$ cat src/rtl/controller_op_stack.sv
// Operator stack (LIFO) that sits after the controller's operator register.
// The top of stack is held in its own register, so op_data comes straight from
// a flop. Overflow and underflow are sticky error flags.
// Optional feature: define OPSTACK_PEEK2_EN to add op_next, a registered copy
// of the entry just below the top.

`ifndef CO_N
`define CO_N 3
`endif
`ifndef CO_AD
`define CO_AD 3'd0
`endif
`ifndef CO_SB
`define CO_SB 3'd1
`endif
`ifndef CO_MU
`define CO_MU 3'd2
`endif
`ifndef CO_DI
`define CO_DI 3'd3
`endif
`ifndef CO_LP
`define CO_LP 3'd4
`endif
`ifndef CO_RP
`define CO_RP 3'd5
`endif

module controller_op_stack #(
    parameter int unsigned DEPTH_LOG = 3
) (
    input  logic                 Clock,
    input  logic                 Reset,
    input  logic                 clear,
    input  logic                 push,
    input  logic                 pop,
    input  logic [`CO_N-1:0]     push_data,
    output logic [`CO_N-1:0]     op_data,
    output logic                 op_empty,
    output logic                 op_full,
    output logic [DEPTH_LOG:0]   op_count,
    output logic                 op_overflow,
    output logic                 op_underflow
`ifdef OPSTACK_PEEK2_EN
    ,
    output logic [`CO_N-1:0]     op_next
`endif
);

    localparam int unsigned DEPTH = 2 ** DEPTH_LOG;
    localparam logic [DEPTH_LOG:0] SP_ONE  = (DEPTH_LOG + 1)'(1);
    localparam logic [DEPTH_LOG:0] SP_TWO  = (DEPTH_LOG + 1)'(2);
    localparam logic [DEPTH_LOG:0] SP_FULL = (DEPTH_LOG + 1)'(DEPTH);

    logic [`CO_N-1:0]   stack_q [DEPTH];
    logic [DEPTH_LOG:0] sp_q, sp_d;
    logic [`CO_N-1:0]   top_q, top_d;
    logic               ovf_q, ovf_d;
    logic               unf_q, unf_d;
    logic               wr_en;
    logic [DEPTH_LOG-1:0] wr_idx;
    logic [DEPTH_LOG-1:0] idx_lo, idx_m1, idx_m2;
    logic               is_empty, is_full;

    assign idx_lo   = sp_q[DEPTH_LOG-1:0];
    assign idx_m1   = idx_lo - DEPTH_LOG'(1);
    assign idx_m2   = idx_lo - DEPTH_LOG'(2);
    assign is_empty = (sp_q == '0);
    assign is_full  = (sp_q == SP_FULL);

`ifdef OPSTACK_PEEK2_EN
    localparam logic [DEPTH_LOG:0] SP_THREE = (DEPTH_LOG + 1)'(3);
    logic [`CO_N-1:0]     next_q, next_d;
    logic [DEPTH_LOG-1:0] idx_m3;
    assign idx_m3 = idx_lo - DEPTH_LOG'(3);
`endif

    // Next-state decode of clear / push / pop; push+pop on empty acts as push
    always_comb begin
        sp_d   = sp_q;
        top_d  = top_q;
        ovf_d  = ovf_q;
        unf_d  = unf_q;
        wr_en  = 1'b0;
        wr_idx = idx_lo;
`ifdef OPSTACK_PEEK2_EN
        next_d = next_q;
`endif
        if (clear) begin
            sp_d  = '0;
            top_d = `CO_AD;
            ovf_d = 1'b0;
            unf_d = 1'b0;
`ifdef OPSTACK_PEEK2_EN
            next_d = `CO_AD;
`endif
        end else if (push && (!pop || is_empty)) begin
            if (is_full) begin
                ovf_d = 1'b1;
            end else begin
                wr_en = Reset;
                sp_d  = sp_q + SP_ONE;
                top_d = push_data;
`ifdef OPSTACK_PEEK2_EN
                next_d = is_empty ? `CO_AD : top_q;
`endif
            end
        end else if (push && pop) begin
            // Replace top in place; count and entry below are unchanged
            wr_en  = Reset;
            wr_idx = idx_m1;
            top_d  = push_data;
        end else if (pop) begin
            if (is_empty) begin
                unf_d = 1'b1;
            end else begin
                sp_d  = sp_q - SP_ONE;
                top_d = (sp_q >= SP_TWO) ? stack_q[idx_m2] : `CO_AD;
`ifdef OPSTACK_PEEK2_EN
                next_d = (sp_q >= SP_THREE) ? stack_q[idx_m3] : `CO_AD;
`endif
            end
        end
    end

    // Control state with synchronous active-low reset
    always_ff @(posedge Clock) begin
        if (!Reset) begin
            sp_q  <= '0;
            top_q <= `CO_AD;
            ovf_q <= 1'b0;
            unf_q <= 1'b0;
`ifdef OPSTACK_PEEK2_EN
            next_q <= `CO_AD;
`endif
        end else begin
            sp_q  <= sp_d;
            top_q <= top_d;
            ovf_q <= ovf_d;
            unf_q <= unf_d;
`ifdef OPSTACK_PEEK2_EN
            next_q <= next_d;
`endif
        end
    end

    // Entry storage; contents need no reset since sp gates every read
    always_ff @(posedge Clock) begin
        if (wr_en) begin
            stack_q[wr_idx] <= push_data;
        end
    end

    assign op_data      = top_q;
    assign op_empty     = is_empty;
    assign op_full      = is_full;
    assign op_count     = sp_q;
    assign op_overflow  = ovf_q;
    assign op_underflow = unf_q;
`ifdef OPSTACK_PEEK2_EN
    assign op_next      = next_q;
`endif

endmodule

$ cat config.mk
export PLATFORM = sky130hd
export DESIGN_NAME = controller_op_stack
export DESIGN_NICKNAME = d
export VERILOG_FILES = /design/src/rtl/controller_op_stack.sv
export SDC_FILE = /design/constraint.sdc
export NUM_CORES = 1
export LEC_CHECK = 0
export CAP_MARGIN = 5
export CELL_PAD_IN_SITES_DETAIL_PLACEMENT = 1
export CELL_PAD_IN_SITES_GLOBAL_PLACEMENT = 2
export CORE_MARGIN = 5
export CORE_UTILIZATION = 38
export DETAILED_ROUTE_END_ITERATION = 8
export PLACE_DENSITY_LB_ADDON = 0.1
export SYNTH_ARGS = -nofsm -noshare
export SYNTH_HDL_FRONTEND = slang
export SYNTH_SLANG_ARGS = --single-unit
$ cat constraint.sdc
create_clock -name Clock -period 3.6 [get_ports Clock]
set_input_delay 0.36 -clock Clock [delete_from_list [all_inputs] [get_ports Clock]]
set_output_delay 0.36 -clock Clock [all_outputs]
set_load 0.05 [all_outputs]
==> out/qor.log <==
[layout] area taken by multi-input logic gates 704.4 µm²
[routing] Iter 0 DRT Violations 101
[setup_path] Worst Path Class, Setup reg -> reg
[setup_path] worst-case reg-to-reg path depth 9
[routing] total iterations of the first detailed-routing run 4
[routing] count of unresolved DRC violations after routing 0
[clocking] cells resized by post-CTS repair 0
[global_routing] wire length of the first global-routing pass 6.893 mm
[place] Placer Congestion 0.7935
[clocking] Hold-fix buffers, CTS 0
[floorplan] initial cell density of the core 38.69%
[timing] maximum clock frequency 0.3394 GHz
[clocking] Clock Path Buffers 2
[floorplan] area of the die 5795 µm²
[floorplan] die width 76.13 µm
[layout] fraction of final layout cells sized beyond drive strength 1 13.51%
[place] placed instance count 192
[global_routing] vias in the first global route 1220
[synthesis] Post-Synthesis Cell Area 1662 µm²
[routing] total number of vias 1150
[timing] clock period minus final worst setup slack 2.947 ns
[timing] Tightest Pin Transition 0.6419 ns
[timing] fraction of the cycle the final worst path needs 81.85%
[synthesis] area share of the leading cell type in the synthesized netlist 43.37%
[place] Port Buf Inserts 18
[global_routing] final global-route overflow total 0
[synthesis] Post-Syn Area per Cell 13.19 µm²
[setup_path] flop2flop setup slack 0.65 ns
[clocking] clk slew on worst S/H paths 0.07 ns
[timing] number of pins with negative max-slew slack in the final report 0
[synthesis] YS warnings 0
[clocking] buffer cell driving the clock tree root sky130_fd_sc_hd__clkbuf_8
[layout] number of fill cells 461
[global_routing] combined global-route utilization of all metal layers 15.41%
[clocking] TritonCTS clock tree built
[routing] ratio of routed vias to standard cells 5.750
[clocking] number of levels the H-tree was split into 2
[run_status] outcome finished clean
[synthesis] portion of the post-synthesis area used by sequential elements 54.22%
[synthesis] cell type contributing the most total cell area after synthesis sky130_fd_sc_hd__edfxtp_1
[power] P per Cell Area 443.3 nW/µm²
[min_path] worst hold endpoint op_underflow
[clocking] CTS buffer count 5
[setup_path] Worst EP required 3.76 ns
[setup_path] critical-path cell with the highest stage delay sky130_fd_sc_hd__dfxtp_1
[layout] area added between synthesis and finish 17.92%
[setup_path] R2R Path End op_count[3]
[layout] number of nets in the final layout 160
[routing] total wirelength of the detailed-routed design 4.159 mm
[timing] Max Clock Skew 0.003588 ns
[setup_path] source of the worst register-to-register timing path op_count[1]
[synthesis] main area contributors after synthesis sky130_fd_sc_hd__edfxtp_1 (43%), sky130_fd_sc_hd__dfxtp_1 (11%), sky130_fd_sc_hd__mux4_2 (5.4%)
[global_routing] maximum number of pins on one net before global-route repair 17
[min_path] Hold Crit Start op_underflow
[clocking] number of setup buffers added after CTS 0
[setup_path] endpoint kind of the worst setup timing path flip-flop
[timing] final hold slack 0.4789 ns
[min_path] hold depth 2
[setup_path] CP cell instances clkinv_1 -> ha_1 -> nor3b_2 -> o21ai_0 -> ha_1 -> a21o_1 -> a2111oi_0 -> a211o_1 -> a41oi_1
[clocking] clk sink count 33
[setup_path] delay of the slowest critical-path stage 0.49 ns
[setup_path] critical path fanouts, max 8
[timing] final sum of negative setup slack 0 ns
[layout] final non-filler cell area 1959 µm²
[floorplan] std cell rows 24
[timing] headroom to the max-slew limit 56.88%
[routing] Antenna Nets Post-Route 0
[layout] post-route non-filler standard cell count 200
[clocking] clock latency on the worst-skew pair 0.29 ns
[floorplan] Top Ports 19
[place] half-perimeter wire length after placement 3.109 mm
[timing] total count of hold-check failures in the final report 0
[global_routing] antenna violations before repair 0
[timing] unrepaired setup endpoints after global routing false
[synthesis] Cell variety after synth 42
[timing] Setup-failing EPs final 0
[power] IR Drop Worst-Case VDD 0.0002369 V
[layout] final antenna diode count 0
[synthesis] cell count after synthesis 126
[synthesis] fraction of registers with async set or reset after synthesis 0%
[min_path] Hold Crit Class reg -> reg
[power] leakage power total 0.0006710 µW
[floorplan] area of the core 4294 µm²
[setup_path] category of the worst setup path launch point flip-flop
[floorplan] die height 76.13 µm
[setup_path] cell occurring most often along the worst timing path sky130_fd_sc_hd__ha_1
[layout] FF+latch area 900.9 µm²
[routing] wire length per cell after detailed routing 20.80 µm
[synthesis] Synth Flop Type sky130_fd_sc_hd__edfxtp_1
[place] placed cell areas 1877 µm²
[synthesis] flops & latches, synth 33
[flow_run] max-cap check violation count 0
[synthesis] Net Count, Synth 139
[synthesis] number of flops mapped to enable cells by yosys 24
[setup_path] signal arrival time at the worst endpoint 3.10 ns
[layer usage]
metal | wire, µm | global-route usage [%] | part of all wire (%) | vias up
li1 | - | - | - | 537
met1 | 2042 | 21.46 | 49 | 579
met2 | 1851 | 22.69 | 45 | 26
met3 | 195 | 4.019 | 4.7 | 8
met4 | 70 | 6.294 | 1.7 | 0
met5 | 0 | 0 | 0 | -
[critical path, delay by kind of cell, from the launching register on]
kind / cells / cell delay (ns)
AOI/OAI and AO/OA: 5 / 1.24
adders and majority gates: 2 / 0.62
buffers and inverters: 1 / 0.26
DFF: 1 / 0.49
and+or+nand+nor: 1 / 0.22
[metrics by stage]
stage | setup slack, ns | utilization, % | power (µW)
final | 0.6535 | 45.63 | 868.5
after global routing | 0.3666 | 45.63 | 908.3
after CTS | 0.6152 | 45.63 | 876.4
after detailed placement | 0.6292 | 43.71 | 605.2
after global placement | 0.7267 | 43.71 | 601.6
after floorplan | 0.1206 | - | 551.7
[cell usage after synthesis, types with 2 or more instances]
| cell type | count |
|---|---|
| sky130_fd_sc_hd__o221ai_1 | 2 |
| sky130_fd_sc_hd__o21ai_0 | 4 |
| sky130_fd_sc_hd__a21oi_1 | 4 |
| sky130_fd_sc_hd__mux2i_1 | 5 |
| sky130_fd_sc_hd__buf_6 | 2 |
| sky130_fd_sc_hd__o21ai_1 | 2 |
| sky130_fd_sc_hd__nand3_1 | 6 |
| sky130_fd_sc_hd__edfxtp_1 | 24 |
| sky130_fd_sc_hd__nand2b_1 | 2 |
| sky130_fd_sc_hd__nor2_1 | 6 |
| sky130_fd_sc_hd__inv_1 | 4 |
| sky130_fd_sc_hd__mux2_2 | 3 |
| sky130_fd_sc_hd__a211oi_1 | 2 |
| sky130_fd_sc_hd__nor3_1 | 12 |
| sky130_fd_sc_hd__nand2_1 | 2 |
| sky130_fd_sc_hd__buf_2 | 2 |
| sky130_fd_sc_hd__dfxtp_1 | 9 |
| sky130_fd_sc_hd__ha_1 | 4 |
| sky130_fd_sc_hd__a21o_1 | 2 |
| sky130_fd_sc_hd__and2b_1 | 2 |
| sky130_fd_sc_hd__mux4_2 | 4 |
| sky130_fd_sc_hd__a22oi_2 | 2 |
| sky130_fd_sc_hd__mux4_1 | 2 |
[registers in the layout (all words and copies together) (netlist names)]
register	count
op_underflow	1
op_overflow	1
op_data	3
stack_q	24
op_count	4
[how the worst max path moves through the flow]
| stage | from | to | slack, ns | depth (start not counted) |
|---|---|---|---|---|
| 3_3_place_gp | op_count[1] | op_count[3] | 0.73 | 9 |
| 2_1_floorplan | op_count[0] | op_count[3] | 0.12 | 10 |
| 3_5_place_dp | op_count[1] | op_count[3] | 0.63 | 9 |
| 5_1_grt | op_count[1] | op_count[3] | 0.37 | 9 |
| 6_report | op_count[1] | op_count[3] | 0.65 | 9 |
| 4_1_cts | op_count[1] | op_count[3] | 0.62 | 9 |
[layout by cell type, fill, tap and decap left out, drive strengths merged, types with 4 or more instances in the layout]
master,count
o21ai,6
dfxtp,9
nor2,6
a21oi,4
clkdlybuf4s50,18
nand3,6
clkbuf,6
nor3,13
ha,4
mux2i,5
mux4,6
edfxtp,24
inv,4
[report_power, final]
| part | switching, µW | internal, µW | leakage, µW |
|---|---|---|---|
| clock network | 138 | 134 | 0.0000450 |
| registers | 10.0 | 416 | 0.000289 |
| logic | 105 | 65.4 | 0.000337 |
[kinds of logic after synthesis]
kind of cell             count (synthesis)  share of synthesized area, %
buffers and inverters                   10                         3.388
AND/OR/NAND/NOR                         39                         13.25
XOR/XNOR                                 1                        0.5272
adder cells (fa/ha/maj)                  5                         4.217
multiplexers                            14                         13.63
flip-flops                              33                         54.22
AO/OA/AOI/OAI                           24                         10.77
[final cells by class]
cell class                 count  area share [%]
clock inverter                 2          0.5109
multi-input combinational     83           35.95
timing repair buffer          19           9.579
clock buffer                   6           3.704
tap                           52           3.321
sequential                    33           45.98
inverter                       5          0.9579
Power figures use the tool's default switching activity.
